[src/rtl/stbuf_bus_bridge_if.sv]
// Signal bundle linking store_buffer, stbuf_bus_bridge and the word-aligned memory port.
// slave is the bridge's view; master is the view of the surrounding store_buffer + memory.
interface stbuf_bus_bridge_if #(
  parameter int unsigned ADDR_WIDTH = 32,
  parameter int unsigned DATA_WIDTH = 32,
  parameter int unsigned SIZE_WIDTH = 3
);
  logic [ADDR_WIDTH-1:0] stbuf_bus_read_addr;
  logic [SIZE_WIDTH-1:0] stbuf_bus_read_size;
  logic                  stbuf_bus_read_req;
  logic [ADDR_WIDTH-1:0] stbuf_bus_write_addr;
  logic [SIZE_WIDTH-1:0] stbuf_bus_write_size;
  logic [DATA_WIDTH-1:0] stbuf_bus_data;
  logic                  stbuf_bus_write_req;
  logic [DATA_WIDTH-1:0] bus_stbuf_data;
  logic                  bus_stbuf_read_ack;
  logic                  bus_stbuf_write_ack;

  logic [ADDR_WIDTH-1:0] mem_addr;
  logic                  mem_wr;
  logic [DATA_WIDTH-1:0] mem_wdata;
  logic [3:0]            mem_wstrb;
  logic                  mem_req;
  logic                  mem_gnt;
  logic                  mem_rvalid;
  logic [DATA_WIDTH-1:0] mem_rdata;

  modport slave (
    input  stbuf_bus_read_addr, stbuf_bus_read_size, stbuf_bus_read_req,
           stbuf_bus_write_addr, stbuf_bus_write_size, stbuf_bus_data, stbuf_bus_write_req,
           mem_gnt, mem_rvalid, mem_rdata,
    output bus_stbuf_data, bus_stbuf_read_ack, bus_stbuf_write_ack,
           mem_addr, mem_wr, mem_wdata, mem_wstrb, mem_req
  );

  modport master (
    output stbuf_bus_read_addr, stbuf_bus_read_size, stbuf_bus_read_req,
           stbuf_bus_write_addr, stbuf_bus_write_size, stbuf_bus_data, stbuf_bus_write_req,
           mem_gnt, mem_rvalid, mem_rdata,
    input  bus_stbuf_data, bus_stbuf_read_ack, bus_stbuf_write_ack,
           mem_addr, mem_wr, mem_wdata, mem_wstrb, mem_req
  );
endinterface

[src/rtl/stbuf_bus_bridge.sv]
// Arbitrates store_buffer load misses and store drains onto one word-aligned req/gnt/rvalid
// memory port, splitting word-crossing accesses into two beats and right-justifying read data.
module stbuf_bus_bridge #(
  parameter int unsigned ADDR_WIDTH   = 32,
  parameter int unsigned DATA_WIDTH   = 32,
  parameter int unsigned SIZE_WIDTH   = 3,
  parameter int unsigned STARVE_LIMIT = 4
) (
  input logic               clk,
  input logic               rst,
  stbuf_bus_bridge_if.slave bus
);
  localparam int unsigned STARVE_WIDTH = $clog2(STARVE_LIMIT + 1);
  localparam logic [STARVE_WIDTH-1:0] STARVE_MAX = STARVE_WIDTH'(STARVE_LIMIT);

  typedef enum logic [1:0] {
    ST_IDLE,
    ST_REQ,
    ST_RWAIT,
    ST_DONE
  } state_e;

  state_e state_q, state_d;

  logic [ADDR_WIDTH-1:0]   addr_q, addr_d;
  logic [1:0]              off_q, off_d;
  logic [SIZE_WIDTH-1:0]   size_q, size_d;
  logic [DATA_WIDTH-1:0]   wdata_q, wdata_d;
  logic [DATA_WIDTH-1:0]   rdata_q, rdata_d;
  logic                    is_write_q, is_write_d;
  logic                    two_beats_q, two_beats_d;
  logic                    illegal_q, illegal_d;
  logic                    beat_q, beat_d;
  logic [STARVE_WIDTH-1:0] starve_q, starve_d;

  // Arbitration and request decode.
  logic                  read_pend, write_pend, pick_write;
  logic [ADDR_WIDTH-1:0] sel_addr;
  logic [SIZE_WIDTH-1:0] sel_size;
  logic                  sel_size_ok;
  logic [SIZE_WIDTH:0]   sel_span;

  always_comb begin
    read_pend   = bus.stbuf_bus_read_req;
    write_pend  = bus.stbuf_bus_write_req;
    pick_write  = write_pend && (!read_pend || (starve_q == STARVE_MAX));
    sel_addr    = pick_write ? bus.stbuf_bus_write_addr : bus.stbuf_bus_read_addr;
    sel_size    = pick_write ? bus.stbuf_bus_write_size : bus.stbuf_bus_read_size;
    sel_size_ok = (sel_size == SIZE_WIDTH'(1)) || (sel_size == SIZE_WIDTH'(2)) ||
                  (sel_size == SIZE_WIDTH'(4));
    sel_span    = {{(SIZE_WIDTH-1){1'b0}}, sel_addr[1:0]} + {1'b0, sel_size};
  end

  // Lane geometry of the latched access.
  logic [3:0]            size_mask;
  logic [7:0]            strb_wide;
  logic [3:0]            strb_lo, strb_hi;
  logic [4:0]            lo_shamt;
  logic [5:0]            hi_shamt;
  logic [DATA_WIDTH-1:0] keep_mask;
  logic [DATA_WIDTH-1:0] merged;

  always_comb begin
    case (size_q)
      SIZE_WIDTH'(1): begin
        size_mask = 4'b0001;
        keep_mask = {{(DATA_WIDTH-8){1'b0}}, 8'hff};
      end
      SIZE_WIDTH'(2): begin
        size_mask = 4'b0011;
        keep_mask = {{(DATA_WIDTH-16){1'b0}}, 16'hffff};
      end
      default: begin
        size_mask = 4'b1111;
        keep_mask = '1;
      end
    endcase
    lo_shamt  = {off_q, 3'b000};
    hi_shamt  = 6'(DATA_WIDTH) - {1'b0, off_q, 3'b000};
    strb_wide = {4'b0000, size_mask} << off_q;
    strb_lo   = strb_wide[3:0];
    strb_hi   = size_mask >> (3'd4 - {1'b0, off_q});
    // Beat 0 starts a fresh result; beat 1 supplies the upper bytes above the beat-0 tail.
    if (!beat_q) begin
      merged = bus.mem_rdata >> lo_shamt;
    end else begin
      merged = rdata_q | (bus.mem_rdata << hi_shamt);
    end
  end

  always_ff @(posedge clk) begin
    if (rst) begin
      state_q <= ST_IDLE;
    end else begin
      state_q <= state_d;
    end
  end

  // Illegal sizes still pass through REQ (with mem_req held low) so the ack lands one
  // cycle later, matching the timing store_buffer expects for any rejected request.
  always_comb begin
    state_d = state_q;
    case (state_q)
      ST_IDLE: begin
        if (read_pend || write_pend) begin
          state_d = ST_REQ;
        end
      end
      ST_REQ: begin
        if (illegal_q) begin
          state_d = ST_DONE;
        end else if (bus.mem_gnt) begin
          if (!is_write_q) begin
            state_d = ST_RWAIT;
          end else if (!(two_beats_q && !beat_q)) begin
            state_d = ST_DONE;
          end
        end
      end
      ST_RWAIT: begin
        if (bus.mem_rvalid) begin
          state_d = (two_beats_q && !beat_q) ? ST_REQ : ST_DONE;
        end
      end
      ST_DONE: state_d = ST_IDLE;
      default: state_d = ST_IDLE;
    endcase
  end

  always_comb begin
    addr_d      = addr_q;
    off_d       = off_q;
    size_d      = size_q;
    wdata_d     = wdata_q;
    rdata_d     = rdata_q;
    is_write_d  = is_write_q;
    two_beats_d = two_beats_q;
    illegal_d   = illegal_q;
    beat_d      = beat_q;
    starve_d    = starve_q;
    case (state_q)
      ST_IDLE: begin
        if (read_pend || write_pend) begin
          addr_d      = {sel_addr[ADDR_WIDTH-1:2], 2'b00};
          off_d       = sel_addr[1:0];
          size_d      = sel_size;
          wdata_d     = bus.stbuf_bus_data;
          rdata_d     = '0;
          is_write_d  = pick_write;
          two_beats_d = sel_span > (SIZE_WIDTH+1)'(4);
          illegal_d   = !sel_size_ok;
          beat_d      = 1'b0;
          if (pick_write) begin
            starve_d = '0;
          end else if (write_pend && (starve_q != STARVE_MAX)) begin
            starve_d = starve_q + STARVE_WIDTH'(1);
          end
        end
      end
      ST_REQ: begin
        if (!illegal_q && bus.mem_gnt && is_write_q && two_beats_q && !beat_q) begin
          beat_d = 1'b1;
        end
      end
      ST_RWAIT: begin
        if (bus.mem_rvalid) begin
          rdata_d = merged & keep_mask;
          if (two_beats_q && !beat_q) begin
            beat_d = 1'b1;
          end
        end
      end
      default: ;
    endcase
  end

  always_ff @(posedge clk) begin
    if (rst) begin
      addr_q      <= '0;
      off_q       <= '0;
      size_q      <= '0;
      wdata_q     <= '0;
      rdata_q     <= '0;
      is_write_q  <= 1'b0;
      two_beats_q <= 1'b0;
      illegal_q   <= 1'b0;
      beat_q      <= 1'b0;
      starve_q    <= '0;
    end else begin
      addr_q      <= addr_d;
      off_q       <= off_d;
      size_q      <= size_d;
      wdata_q     <= wdata_d;
      rdata_q     <= rdata_d;
      is_write_q  <= is_write_d;
      two_beats_q <= two_beats_d;
      illegal_q   <= illegal_d;
      beat_q      <= beat_d;
      starve_q    <= starve_d;
    end
  end

  // Gating on rst drops mem_req in the very cycle reset is asserted.
  always_comb begin
    bus.mem_req             = 1'b0;
    bus.mem_wr              = 1'b0;
    bus.mem_addr            = '0;
    bus.mem_wdata           = '0;
    bus.mem_wstrb           = '0;
    bus.bus_stbuf_read_ack  = 1'b0;
    bus.bus_stbuf_write_ack = 1'b0;
    bus.bus_stbuf_data      = rdata_q;
    if (!rst) begin
      case (state_q)
        ST_REQ: begin
          if (!illegal_q) begin
            bus.mem_req  = 1'b1;
            bus.mem_wr   = is_write_q;
            bus.mem_addr = beat_q ? (addr_q + ADDR_WIDTH'(4)) : addr_q;
            if (is_write_q) begin
              bus.mem_wstrb = beat_q ? strb_hi : strb_lo;
              bus.mem_wdata = beat_q ? (wdata_q >> hi_shamt) : (wdata_q << lo_shamt);
            end
          end
        end
        ST_DONE: begin
          bus.bus_stbuf_read_ack  = !is_write_q;
          bus.bus_stbuf_write_ack = is_write_q;
        end
        default: ;
      endcase
    end
  end
endmodule
[src/flat_wrapper.sv]
// flat-port wrapper written by rule: the top's interface ports become plain ports
module stbuf_bus_bridge_flat 
#(
  parameter int unsigned ADDR_WIDTH   = 32,
  parameter int unsigned DATA_WIDTH   = 32,
  parameter int unsigned SIZE_WIDTH   = 3,
  parameter int unsigned STARVE_LIMIT = 4
)
  (clk, rst, bus_stbuf_bus_read_addr, bus_stbuf_bus_read_size, bus_stbuf_bus_read_req, bus_stbuf_bus_write_addr, bus_stbuf_bus_write_size, bus_stbuf_bus_data, bus_stbuf_bus_write_req, bus_mem_gnt, bus_mem_rvalid, bus_mem_rdata, bus_bus_stbuf_data, bus_bus_stbuf_read_ack, bus_bus_stbuf_write_ack, bus_mem_addr, bus_mem_wr, bus_mem_wdata, bus_mem_wstrb, bus_mem_req);
  stbuf_bus_bridge_if #(.ADDR_WIDTH(ADDR_WIDTH), .DATA_WIDTH(DATA_WIDTH), .SIZE_WIDTH(SIZE_WIDTH)) bus_i ();
  input logic clk;
  input logic rst;
  input wire logic [$bits(bus_i.stbuf_bus_read_addr)-1:0] bus_stbuf_bus_read_addr;
  input wire logic [$bits(bus_i.stbuf_bus_read_size)-1:0] bus_stbuf_bus_read_size;
  input wire logic [$bits(bus_i.stbuf_bus_read_req)-1:0] bus_stbuf_bus_read_req;
  input wire logic [$bits(bus_i.stbuf_bus_write_addr)-1:0] bus_stbuf_bus_write_addr;
  input wire logic [$bits(bus_i.stbuf_bus_write_size)-1:0] bus_stbuf_bus_write_size;
  input wire logic [$bits(bus_i.stbuf_bus_data)-1:0] bus_stbuf_bus_data;
  input wire logic [$bits(bus_i.stbuf_bus_write_req)-1:0] bus_stbuf_bus_write_req;
  input wire logic [$bits(bus_i.mem_gnt)-1:0] bus_mem_gnt;
  input wire logic [$bits(bus_i.mem_rvalid)-1:0] bus_mem_rvalid;
  input wire logic [$bits(bus_i.mem_rdata)-1:0] bus_mem_rdata;
  output wire logic [$bits(bus_i.bus_stbuf_data)-1:0] bus_bus_stbuf_data;
  output wire logic [$bits(bus_i.bus_stbuf_read_ack)-1:0] bus_bus_stbuf_read_ack;
  output wire logic [$bits(bus_i.bus_stbuf_write_ack)-1:0] bus_bus_stbuf_write_ack;
  output wire logic [$bits(bus_i.mem_addr)-1:0] bus_mem_addr;
  output wire logic [$bits(bus_i.mem_wr)-1:0] bus_mem_wr;
  output wire logic [$bits(bus_i.mem_wdata)-1:0] bus_mem_wdata;
  output wire logic [$bits(bus_i.mem_wstrb)-1:0] bus_mem_wstrb;
  output wire logic [$bits(bus_i.mem_req)-1:0] bus_mem_req;
  assign bus_i.stbuf_bus_read_addr = bus_stbuf_bus_read_addr;
  assign bus_i.stbuf_bus_read_size = bus_stbuf_bus_read_size;
  assign bus_i.stbuf_bus_read_req = bus_stbuf_bus_read_req;
  assign bus_i.stbuf_bus_write_addr = bus_stbuf_bus_write_addr;
  assign bus_i.stbuf_bus_write_size = bus_stbuf_bus_write_size;
  assign bus_i.stbuf_bus_data = bus_stbuf_bus_data;
  assign bus_i.stbuf_bus_write_req = bus_stbuf_bus_write_req;
  assign bus_i.mem_gnt = bus_mem_gnt;
  assign bus_i.mem_rvalid = bus_mem_rvalid;
  assign bus_i.mem_rdata = bus_mem_rdata;
  assign bus_bus_stbuf_data = bus_i.bus_stbuf_data;
  assign bus_bus_stbuf_read_ack = bus_i.bus_stbuf_read_ack;
  assign bus_bus_stbuf_write_ack = bus_i.bus_stbuf_write_ack;
  assign bus_mem_addr = bus_i.mem_addr;
  assign bus_mem_wr = bus_i.mem_wr;
  assign bus_mem_wdata = bus_i.mem_wdata;
  assign bus_mem_wstrb = bus_i.mem_wstrb;
  assign bus_mem_req = bus_i.mem_req;
  stbuf_bus_bridge #(.ADDR_WIDTH(ADDR_WIDTH), .DATA_WIDTH(DATA_WIDTH), .SIZE_WIDTH(SIZE_WIDTH), .STARVE_LIMIT(STARVE_LIMIT)) u_core (.clk(clk), .rst(rst), .bus(bus_i));
endmodule
[config.mk]
export PLATFORM = sky130hd
export DESIGN_NAME = stbuf_bus_bridge_flat
export DESIGN_NICKNAME = d
export VERILOG_FILES = /design/src/rtl/stbuf_bus_bridge_if.sv /design/src/rtl/stbuf_bus_bridge.sv /design/src/flat_wrapper.sv
export SDC_FILE = /design/constraint.sdc
export NUM_CORES = 1
export LEC_CHECK = 0
export CORE_AREA = 2 2 133 161
export DETAILED_ROUTE_END_ITERATION = 10
export DIE_AREA = 0 0 135 163
export GPL_ROUTABILITY_DRIVEN = 0
export PLACE_DENSITY_LB_ADDON = 0.12
export REMOVE_ABC_BUFFERS = 1
export SKIP_LAST_GASP = 1
export SLEW_MARGIN = 20
export SYNTH_ARGS = -nofsm -noshare
export SYNTH_HDL_FRONTEND = slang
export SYNTH_SLANG_ARGS = --single-unit
[constraint.sdc]
create_clock -name clk -period 3.73 [get_ports clk]
set_input_delay 0.5595 -clock clk [delete_from_list [all_inputs] [get_ports clk]]
set_output_delay 0.5595 -clock clk [all_outputs]
set_load 0.005 [all_outputs]
==> impl_metrics.env <==
export IMPL_reg2reg_from="u_core.starve_q[0]"
export IMPL_floorplan_initialDensity=0.3928
export IMPL_ys_seq_area_frac=0.2671
export IMPL_grt_pass1_vias=8422
export IMPL_yosysMostFrequentCell="nand2_1"
export IMPL_dp_slack_ps=379.5
export IMPL_crit_buf_inv=1
export IMPL_synth_edf_count=0
export IMPL_crit_start="u_core.addr_q[2]"
export IMPL_critical_path_required_ps=3170
export IMPL_outcome="finished clean"
export IMPL_yosys_area_top_type_share=0.2671
export IMPL_end_kind="output port"
export IMPL_hold_viol_final=0
export IMPL_cp_slowest_stage_delay_ps=550
export IMPL_synth_common_cells="nand2_1 (124), a21oi_1 (111), dfxtp_1 (108)"
export IMPL_synthTopCellsByArea="dfxtp_1 (27%), mux2i_1 (10%), a21oi_1 (6.9%), nand2_1 (5.7%), nor2_1 (4.1%)"
export IMPL_max_freq_ghz=0.2865
export IMPL_grt_pass1_wl_um=45640
export IMPL_syn_area_mm2=0.008095
export IMPL_dr_total_vias=8759
export IMPL_cts_sinks=108
export IMPL_met2_usage=0.4432
export IMPL_coreArea_mm2=0.02061
export IMPL_viasPerCell=5.751
export IMPL_cts_htree_levels=3
export IMPL_area_delta_synth_final_pct=36.46
export IMPL_postRouteAntennaNets=0
export IMPL_grt_total_usage=0.2578
export IMPL_synthCells=1060
export IMPL_portBuffers=241
export IMPL_vdd_drop_max_mv=0.2914
export IMPL_cts_tree="done"
export IMPL_slowest_stage="clkdlybuf4s50_1"
export IMPL_cts_root_buf="clkbuf_16"
export IMPL_synth_top_area_cell="dfxtp_1"
export IMPL_clkSlewWorstSetupHoldPaths_ps=80
export IMPL_post_route_period_util=0.9357
export IMPL_maxCapViolations=0
export IMPL_grt_setup_unrepaired="false"
export IMPL_clk_latency_ps=360
export IMPL_cts_resized=0
export IMPL_maxSlewHeadroom=0.4725
export IMPL_wl_per_cell_um=18.57
export IMPL_path_cells="ha_1 > nand3_2 > or3_4 > or4_1 > a21oi_1 > clkdlybuf4s50_1"
export IMPL_drt_first_pass_iters=5
export IMPL_min_from="u_core.starve_q[1]"
export IMPL_fillers=2039
export IMPL_ys_seq_elements=108
export IMPL_cp_start_kind="flop"
export IMPL_rows=58
export IMPL_routed_wl_um=28290
export IMPL_met1_usage=0.3191
export IMPL_async_flop_share=0
export IMPL_grt_overflow_total=0
export IMPL_drtIter0Drc=436
export IMPL_path_class="reg -> out"
export IMPL_min_period_ps=3490
export IMPL_worst_slack_ps=240.0
export IMPL_critical_path_arrival_ps=2930
export IMPL_hpwl_um=19950
export IMPL_cts_buffers=9
export IMPL_die_w_um=135
export IMPL_syn_avg_cell_area_um2=7.637
export IMPL_hold_buffers=0
export IMPL_regArea_mm2=0.002167
export IMPL_p_leak_nw=3.916
export IMPL_grt_start_max_net_pins=91
export IMPL_crit_family="simple AND/OR/NAND/NOR gates"
export IMPL_setup_viol=0
export IMPL_dieArea_mm2=0.02201
export IMPL_grt_busiest_layer="met2"
export IMPL_tightest_slew_ps=788.3
export IMPL_io_pins=244
export IMPL_grt_use_met3=0.05633
export IMPL_drcViolationCount=0
export IMPL_clock_skew_ps=8.027
export IMPL_p_per_area_mw_per_mm2=647.2
export IMPL_min_path_type="reg -> reg"
export IMPL_power_mw=7.150
export IMPL_multiInputGateArea_mm2=0.005438
export IMPL_ys_flop_type="dfxtp_1"
export IMPL_antenna_cells=0
export IMPL_cts_buffer_depth=2
export IMPL_yosys_warnings=0
export IMPL_yosysUniqueCellTypes=70
export IMPL_critical_path_max_fanout=12
export IMPL_fin_nets=1400
export IMPL_layout_drive_gt1_share=0.08140
export IMPL_report_final_slew_viol_count=0
export IMPL_die_y_um=163
export IMPL_antenna_found_initial=0
==> worst reg2reg max path, cell delays in order, from the launching register on <==
cell     delay, ps
dfxtp_1        380
inv_1           60
ha_1           200
a21bo_2        220
nand2_1        170
mux2_2         390
ha_1           240
fa_1           460
o21ai_0        200
nor2_1          70
a211o_1        290
==> where the power goes <==
| part | switching, mW | internal, mW |
|---|---|---|
| Combinational | 2.38 | 1.86 |
| Clock | 0.469 | 0.512 |
| Sequential | 0.412 | 1.52 |
==> worst paths after layout <==
path                                           end  cells past startpoint  slack (ps)
worst max-delay path              bus_mem_addr[26]                      6         240
worst min-delay path            u_core.starve_q[1]                      2         470
worst max register to register  u_core.two_beats_q                     10         960
worst min register to register  u_core.starve_q[1]                      2         470
==> kinds of logic after synthesis <==
group,synth area share
muxes,0.1475
buffers and inverters,0.06460
adders and majority gates,0.01947
other,0.0004632
xor gates and xnor gates,0.01515
and+or+nand+nor,0.2133
AOI/OAI and AO/OA,0.2725
DFF,0.2671
==> metal layers <==
layer / routed length (um) / vias to the layer above / share of wire
li1: - / 4307 / -
met1: 11730 / 4105 / 0.41
met2: 13800 / 307 / 0.49
met3: 2175 / 40 / 0.077
met4: 583 / 0 / 0.021
met5: 0 / - / 0
==> cell usage in the layout, fill, tap and decap left out, types with 11 or more instances in the layout <==
cell type | netlist | final
a221oi_1 | 12 | 12
mux2i_1 | 81 | 81
a22oi_1 | 16 | 16
buf_4 | 4 | 38
a211oi_1 | 33 | 33
clkdlybuf4s50_1 | 0 | 240
o2bb2ai_1 | 16 | 16
nand2b_1 | 13 | 13
ha_1 | 11 | 11
a21oi_1 | 111 | 111
mux2_2 | 20 | 20
a311oi_1 | 30 | 30
nor4_1 | 12 | 12
nand2_1 | 124 | 124
o21ai_0 | 40 | 40
a21o_1 | 15 | 15
nor2_1 | 88 | 88
nor3_1 | 27 | 26
inv_1 | 18 | 18
dfxtp_1 | 108 | 106
nand3_1 | 41 | 41
==> sequential cells by signal, indices dropped and copies added, names as in the netlist <==
| name | cells |
|---|---|
| u_core.starve_q | 3 |
| u_core.bus.bus_stbuf_data | 32 |
| u_core.illegal_q | 1 |
| u_core.beat_q | 1 |
| u_core.two_beats_q | 1 |
| u_core.addr_q | 30 |
| u_core.state_q | 2 |
| u_core.size_q | 3 |
| u_core.wdata_q | 32 |
| u_core.is_write_q | 1 |
| u_core.off_q | 2 |
==> cell type report <==
cell class / instances / share of cell area
multi-input cells: 828 / 0.4922
clock buffers: 12 / 0.02413
repair buffers: 280 / 0.2469
flip-flops and latches: 108 / 0.1962
clock inverters: 4 / 0.002832
inverters: 21 / 0.007136
well taps: 270 / 0.03058
==> stage by stage <==
| step | utilization | area, um2 | TNS (ps) | hold WS [ps] | instances |
|---|---|---|---|---|---|
| 4_1_cts | 0.5349 | 11020 | 0 | 480.4 | 1520 |
| 3_5_place_dp | 0.5205 | 10730 | 0 | 470.2 | 1504 |
| 6_report | 0.5360 | 11050 | 0 | 473.3 | 1523 |
| 2_1_floorplan | - | 7655 | -176710 | 442.5 | 957 |
| 3_3_place_gp | 0.5205 | 10730 | 0 | 465.2 | 1504 |
| 5_1_grt | 0.5360 | 11050 | 0 | 518.8 | 1523 |
==> what timing repair did <==
item | in CTS | in global routing
endpoints found under the setup margin | 0 | 5
hold endpoints to repair | 0 | 0
buffers inserted | 0 | 3
Note: power is estimated with default switching activity, not from simulation.
